==> config.mk <==
export PLATFORM = sky130hd
export DESIGN_NAME = ysyx_25040129_axi_arbiter
export DESIGN_NICKNAME = d
export VERILOG_FILES = /design/src/rtl/ysyx_25040129_axi_arbiter.sv
export SDC_FILE = /design/constraint.sdc
export NUM_CORES = 1
export LEC_CHECK = 0
export BUFFER_PORTS_ARGS = -buffer_cell sky130_fd_sc_hd__buf_2
export CORE_AREA = 3 3 150 152
export CTS_BUF_LIST = sky130_fd_sc_hd__clkbuf_4
export DETAILED_ROUTE_END_ITERATION = 7
export DIE_AREA = 0 0 153 155
export GPL_ROUTABILITY_DRIVEN = 0
export HOLD_SLACK_MARGIN = 0.08
export PLACE_DENSITY_LB_ADDON = 0.12
export SLEW_MARGIN = 20
export SYNTH_ARGS = -nofsm -noshare
export SYNTH_HDL_FRONTEND = slang
export SYNTH_SLANG_ARGS = --single-unit
==> constraint.sdc <==
create_clock -name clock -period 3.3 [get_ports clock]
set_input_delay 0.33 -clock clock [delete_from_list [all_inputs] [get_ports clock]]
set_output_delay 0.33 -clock clock [all_outputs]
set_load 0.02 [all_outputs]
==> src/rtl/ysyx_25040129_axi_arbiter.sv <==
// Two-to-one AXI4 arbiter: IFU (m0, read-only) and LSU (m1, read/write) share one downstream port,
// one whole transaction in flight. Define YSYX_25040129_ARB_FIXED_PRIO_EN for strict m1 priority.
module ysyx_25040129_axi_arbiter #(
    parameter int ADDR_W = 32,
    parameter int DATA_W = 32
) (
    input  logic                  clock,
    input  logic                  reset,

    input  logic                  m0_arvalid,
    output logic                  m0_arready,
    input  logic [ADDR_W-1:0]     m0_araddr,
    input  logic [7:0]            m0_arlen,
    output logic                  m0_rvalid,
    input  logic                  m0_rready,
    output logic [DATA_W-1:0]     m0_rdata,
    output logic [1:0]            m0_rresp,
    output logic                  m0_rlast,

    input  logic                  m1_arvalid,
    output logic                  m1_arready,
    input  logic [ADDR_W-1:0]     m1_araddr,
    input  logic [7:0]            m1_arlen,
    output logic                  m1_rvalid,
    input  logic                  m1_rready,
    output logic [DATA_W-1:0]     m1_rdata,
    output logic [1:0]            m1_rresp,
    output logic                  m1_rlast,
    input  logic                  m1_awvalid,
    output logic                  m1_awready,
    input  logic [ADDR_W-1:0]     m1_awaddr,
    input  logic                  m1_wvalid,
    output logic                  m1_wready,
    input  logic [DATA_W-1:0]     m1_wdata,
    input  logic [DATA_W/8-1:0]   m1_wstrb,
    output logic                  m1_bvalid,
    input  logic                  m1_bready,
    output logic [1:0]            m1_bresp,

    output logic                  s_arvalid,
    input  logic                  s_arready,
    output logic [ADDR_W-1:0]     s_araddr,
    output logic [7:0]            s_arlen,
    input  logic                  s_rvalid,
    output logic                  s_rready,
    input  logic [DATA_W-1:0]     s_rdata,
    input  logic [1:0]            s_rresp,
    input  logic                  s_rlast,
    output logic                  s_awvalid,
    input  logic                  s_awready,
    output logic [ADDR_W-1:0]     s_awaddr,
    output logic                  s_wvalid,
    input  logic                  s_wready,
    output logic [DATA_W-1:0]     s_wdata,
    output logic [DATA_W/8-1:0]   s_wstrb,
    input  logic                  s_bvalid,
    output logic                  s_bready,
    input  logic [1:0]            s_bresp
);

    typedef enum logic [1:0] {
        IDLE  = 2'd0,
        RD_M0 = 2'd1,
        RD_M1 = 2'd2,
        WR_M1 = 2'd3
    } state_t;

    state_t state_r;
    state_t next_state_s;
    logic   req0_s;
    logic   req1_s;
    logic   pick_m1_s;
    logic   done_s;
`ifndef YSYX_25040129_ARB_FIXED_PRIO_EN
    logic   last_grant_r;
`endif

    // Request decode, tie-break and release detection
    always_comb begin
        req0_s       = m0_arvalid;
        req1_s       = m1_awvalid | m1_arvalid;
        next_state_s = state_r;
        done_s       = 1'b0;
        if (req0_s && req1_s) begin
`ifdef YSYX_25040129_ARB_FIXED_PRIO_EN
            pick_m1_s = 1'b1;
`else
            pick_m1_s = ~last_grant_r;
`endif
        end else begin
            pick_m1_s = req1_s;
        end
        case (state_r)
            IDLE: begin
                if (pick_m1_s) begin
                    if (m1_awvalid) begin
                        next_state_s = WR_M1;
                    end else begin
                        next_state_s = RD_M1;
                    end
                end else if (req0_s) begin
                    next_state_s = RD_M0;
                end else begin
                    next_state_s = IDLE;
                end
            end
            RD_M0: begin
                done_s       = s_rvalid & m0_rready & s_rlast;
                next_state_s = done_s ? IDLE : RD_M0;
            end
            RD_M1: begin
                done_s       = s_rvalid & m1_rready & s_rlast;
                next_state_s = done_s ? IDLE : RD_M1;
            end
            WR_M1: begin
                done_s       = s_bvalid & m1_bready;
                next_state_s = done_s ? IDLE : WR_M1;
            end
            default: begin
                next_state_s = IDLE;
            end
        endcase
    end

    // Grant state and round-robin history; a grant always passes through IDLE
    always_ff @(posedge clock or negedge reset) begin
        if (!reset) begin
            state_r      <= IDLE;
`ifndef YSYX_25040129_ARB_FIXED_PRIO_EN
            last_grant_r <= 1'b1;
`endif
        end else begin
            state_r <= next_state_s;
`ifndef YSYX_25040129_ARB_FIXED_PRIO_EN
            if (done_s) begin
                last_grant_r <= (state_r != RD_M0);
            end else begin
                last_grant_r <= last_grant_r;
            end
`endif
        end
    end

    // Pass-through routing to the granted requester; everything else held at zero
    always_comb begin
        m0_arready = 1'b0;
        m0_rvalid  = 1'b0;
        m0_rdata   = '0;
        m0_rresp   = 2'b00;
        m0_rlast   = 1'b0;
        m1_arready = 1'b0;
        m1_rvalid  = 1'b0;
        m1_rdata   = '0;
        m1_rresp   = 2'b00;
        m1_rlast   = 1'b0;
        m1_awready = 1'b0;
        m1_wready  = 1'b0;
        m1_bvalid  = 1'b0;
        m1_bresp   = 2'b00;
        s_arvalid  = 1'b0;
        s_araddr   = '0;
        s_arlen    = 8'd0;
        s_rready   = 1'b0;
        s_awvalid  = 1'b0;
        s_awaddr   = '0;
        s_wvalid   = 1'b0;
        s_wdata    = '0;
        s_wstrb    = '0;
        s_bready   = 1'b0;
        case (state_r)
            RD_M0: begin
                s_arvalid  = m0_arvalid;
                s_araddr   = m0_araddr;
                s_arlen    = m0_arlen;
                m0_arready = s_arready;
                m0_rvalid  = s_rvalid;
                m0_rdata   = s_rdata;
                m0_rresp   = s_rresp;
                m0_rlast   = s_rlast;
                s_rready   = m0_rready;
            end
            RD_M1: begin
                s_arvalid  = m1_arvalid;
                s_araddr   = m1_araddr;
                s_arlen    = m1_arlen;
                m1_arready = s_arready;
                m1_rvalid  = s_rvalid;
                m1_rdata   = s_rdata;
                m1_rresp   = s_rresp;
                m1_rlast   = s_rlast;
                s_rready   = m1_rready;
            end
            WR_M1: begin
                s_awvalid  = m1_awvalid;
                s_awaddr   = m1_awaddr;
                m1_awready = s_awready;
                s_wvalid   = m1_wvalid;
                s_wdata    = m1_wdata;
                s_wstrb    = m1_wstrb;
                m1_wready  = s_wready;
                m1_bvalid  = s_bvalid;
                m1_bresp   = s_bresp;
                s_bready   = m1_bready;
            end
            default: begin
                s_arvalid  = 1'b0;
            end
        endcase
    end

endmodule

==> out/summary.txt <==
Post-Route WL: 12.6 mm
Synth Flop Type: dfrtp_1
Chip Height: 155 µm
TNS Setup: 0 ns
I/O pins: 391
CP Capture Type: primary output
Synth Register Bits: 3
First DRT Iteration DRCs: 155
Initial Util: 0.0913
Synth async-reset ratio: 1.00
number of global-route vias before repair: 3351
CP max stage delay: 0.40 ns
crit path launch: state_r[0]
post-CTS sizing: 0
Seq/Total Area, Yosys: 0.0395
Tmin final: 2.15 ns
Post-CTS Setup Bufs: 0
Setup Viol. Count Final: 0
critical path class: register to primary output
first-pass GRT wire length: 18.2 mm
mapped cell area: 0.00193 mm²
Netlist cell types: 21
reg2reg end: last_grant_r
CP Data Arrival Time: 1.82 ns
WL per Instance: 13.3 µm
Clk pin slew, worst setup/hold paths: 0.05 ns
number of synthesized flops with an enable pin: 0
R2R depth: 6
Remaining Overflow, GRT: 0
Vias/cell: 3.64
sinks on the clock net: 3
gate count after technology mapping: 296
gr usage total: 0.0955
CTS tree: done
TritonCTS Buffers: 3
Core Footprint: 0.0212 mm²
maximum VDD drop: 0.275 mV
Mean Syn Cell Area: 6.52 µm²
DIE AREA: 0.0237 mm²
Pwr Density: 825 mW/mm²
share of layout cells above drive strength 1: 0.606
unrepaired setup endpoints after global routing: false
CP endpoint: s_arlen[4]
WP data required: 2.97 ns
detailed placer's ending HPWL: 10.7 mm
Routed Antenna Nets: 0
crit path cell chain: inv_1, ha_1, buf_4, a22oi_1, nor2b_1, buf_2
nets@finish: 872
Final period util: 0.650
max frequency: 466 MHz
Final Hold Fails: 0
Pleak: 2.54 nW
placed insts: 937
Yosys warnings: 0
flop2flop setup slack: 1.60 ns
FILL cells: 2431
chip width: 153 µm
maxcap violations: 0
Slew @ Worst Pin: 0.465 ns
First-pass DRT Iterations: 4
Layout area overhead: 117%
Syn Nets: 500
Worst Path Max Fanout: 42
worst clock skew: 0.0112 ns
Overall Power: 3.46 mW
largest net degree at the start of global routing: 83
slew margin rel.: 0.690
row count: 53
root buf cell: clkbuf_4
Seq. cell area: 76.3 µm²
Buffers on Ports: 390
max-slew violation count: 0
H-Tree Depth: 1
cell with the largest stage delay on the worst path: dfrtp_1
worst-case clock buffer depth: 2
fin cells: 943
Clk Latency, worst-skew pair: 0.24 ns
multi-input logic area: 0.00169 mm²
# DRC: 0
initial antenna violation count: 2
status: complete, no violations
reg2reg start: state_r[0]
Hold Path Class: primary input to asynchronous set/reset pin
CP startpoint kind: register
total vias in the final route: 3430
critical path: cells and delay by family (launching register included):
kind,cells,cell delay (ns)
fa+ha+maj,1,0.15
buf+inv,3,0.69
compound gates,1,0.16
flops,1,0.40
simple gates,1,0.15
per-layer routing:
layer  part of all wire  global-route usage  up-vias
li1                   -                   -     1706
met1               0.34              0.0954     1480
met2               0.56               0.203      232
met3              0.084              0.0147       10
met4              0.015              0.0216        2
met5            0.00056                   0        -
cell families (layout without fill, tap and decap cells):
group           after synthesis  count (layout)  share of synthesized area
buf+inv                      36             407                     0.0855
simple gates                201             201                      0.644
flops                         3               3                     0.0395
other cells                   0               1                          0
compound gates               51              51                      0.198
fa+ha+maj                     5               5                     0.0324
metrics by stage:
stage | hold WS, ns | utilization | setup WS [ns] | instance area, µm²
after floorplan | 0.0344 | - | 1.58 | 1930
after global placement | 0.135 | 0.196 | 1.37 | 4150
after detailed placement | 0.134 | 0.196 | 1.37 | 4150
after CTS | 0.449 | 0.198 | 1.12 | 4190
after global routing | 0.445 | 0.198 | 0.945 | 4190
final | 0.440 | 0.198 | 1.15 | 4190
flip-flops by register name, indices dropped and copies added (netlist names):
| signal | flops |
|---|---|
| last_grant_r | 1 |
| state_r | 2 |
cells in the final DEF (no fill, tap or decap):
master and instances:
a21oi_1 1, a22oi_1 43, a22oi_2 1, a31o_1 1, a32oi_1 1, and2_1 150, buf_12 1, buf_2 390
buf_4 5, clkbuf_4 4, dfrtp_1 2, dfstp_2 1, diode_2 1, dlygate4sd3_1 1, ha_1 3, ha_2 2
inv_1 6, nand2_1 5, nand3_1 3, nand4b_1 1, nor2b_1 42, o21ai_0 3, o311a_1 1
area by class of cell:
cell class / count / share of cell area
inverters: 6 / 0.00538
flip-flops and latches: 3 / 0.0182
well taps: 275 / 0.0821
multi-input cells: 257 / 0.404
diodes: 1 / 0.000597
clock buffers: 4 / 0.00717
repair buffers: 397 / 0.482
synth_stat cells, types with 2 or more instances:
master | count | area [µm²]
a22oi_1 | 43 | 323
and2_1 | 150 | 938
buf_2 | 13 | 65.1
clkbuf_1 | 13 | 48.8
clkbuf_2 | 2 | 10.0
dfrtp_1 | 2 | 50.1
ha_1 | 5 | 62.6
inv_1 | 6 | 22.5
nand2_1 | 5 | 18.8
nand3_1 | 3 | 15.0
nor2b_1 | 42 | 263
o21ai_0 | 3 | 15.0
report_power, final:
| part | switching [mW] | internal (mW) |
|---|---|---|
| Sequential | 0.0183 | 0.0617 |
| Clock | 0.0230 | 0.0538 |
| Combinational | 2.08 | 1.22 |
| Total | 2.12 | 1.34 |
how the worst min path moves through the flow:
stage	from	cells after the start	slack (ns)	to
2_1_floorplan	reset	0	0.03	state_r[0]
3_3_place_gp	reset	1	0.13	state_r[0]
3_5_place_dp	reset	1	0.13	state_r[0]
4_1_cts	m1_awvalid	3	0.45	state_r[0]
5_1_grt	reset	2	0.45	state_r[0]
6_report	reset	2	0.44	state_r[0]
timing repair:
item | in CTS | in global routing
endpoints found under the hold margin | 3 | 0
hold buffers | 1 | 0
endpoints found under the setup margin | 0 | 0
(Power assumes the default switching activity.)
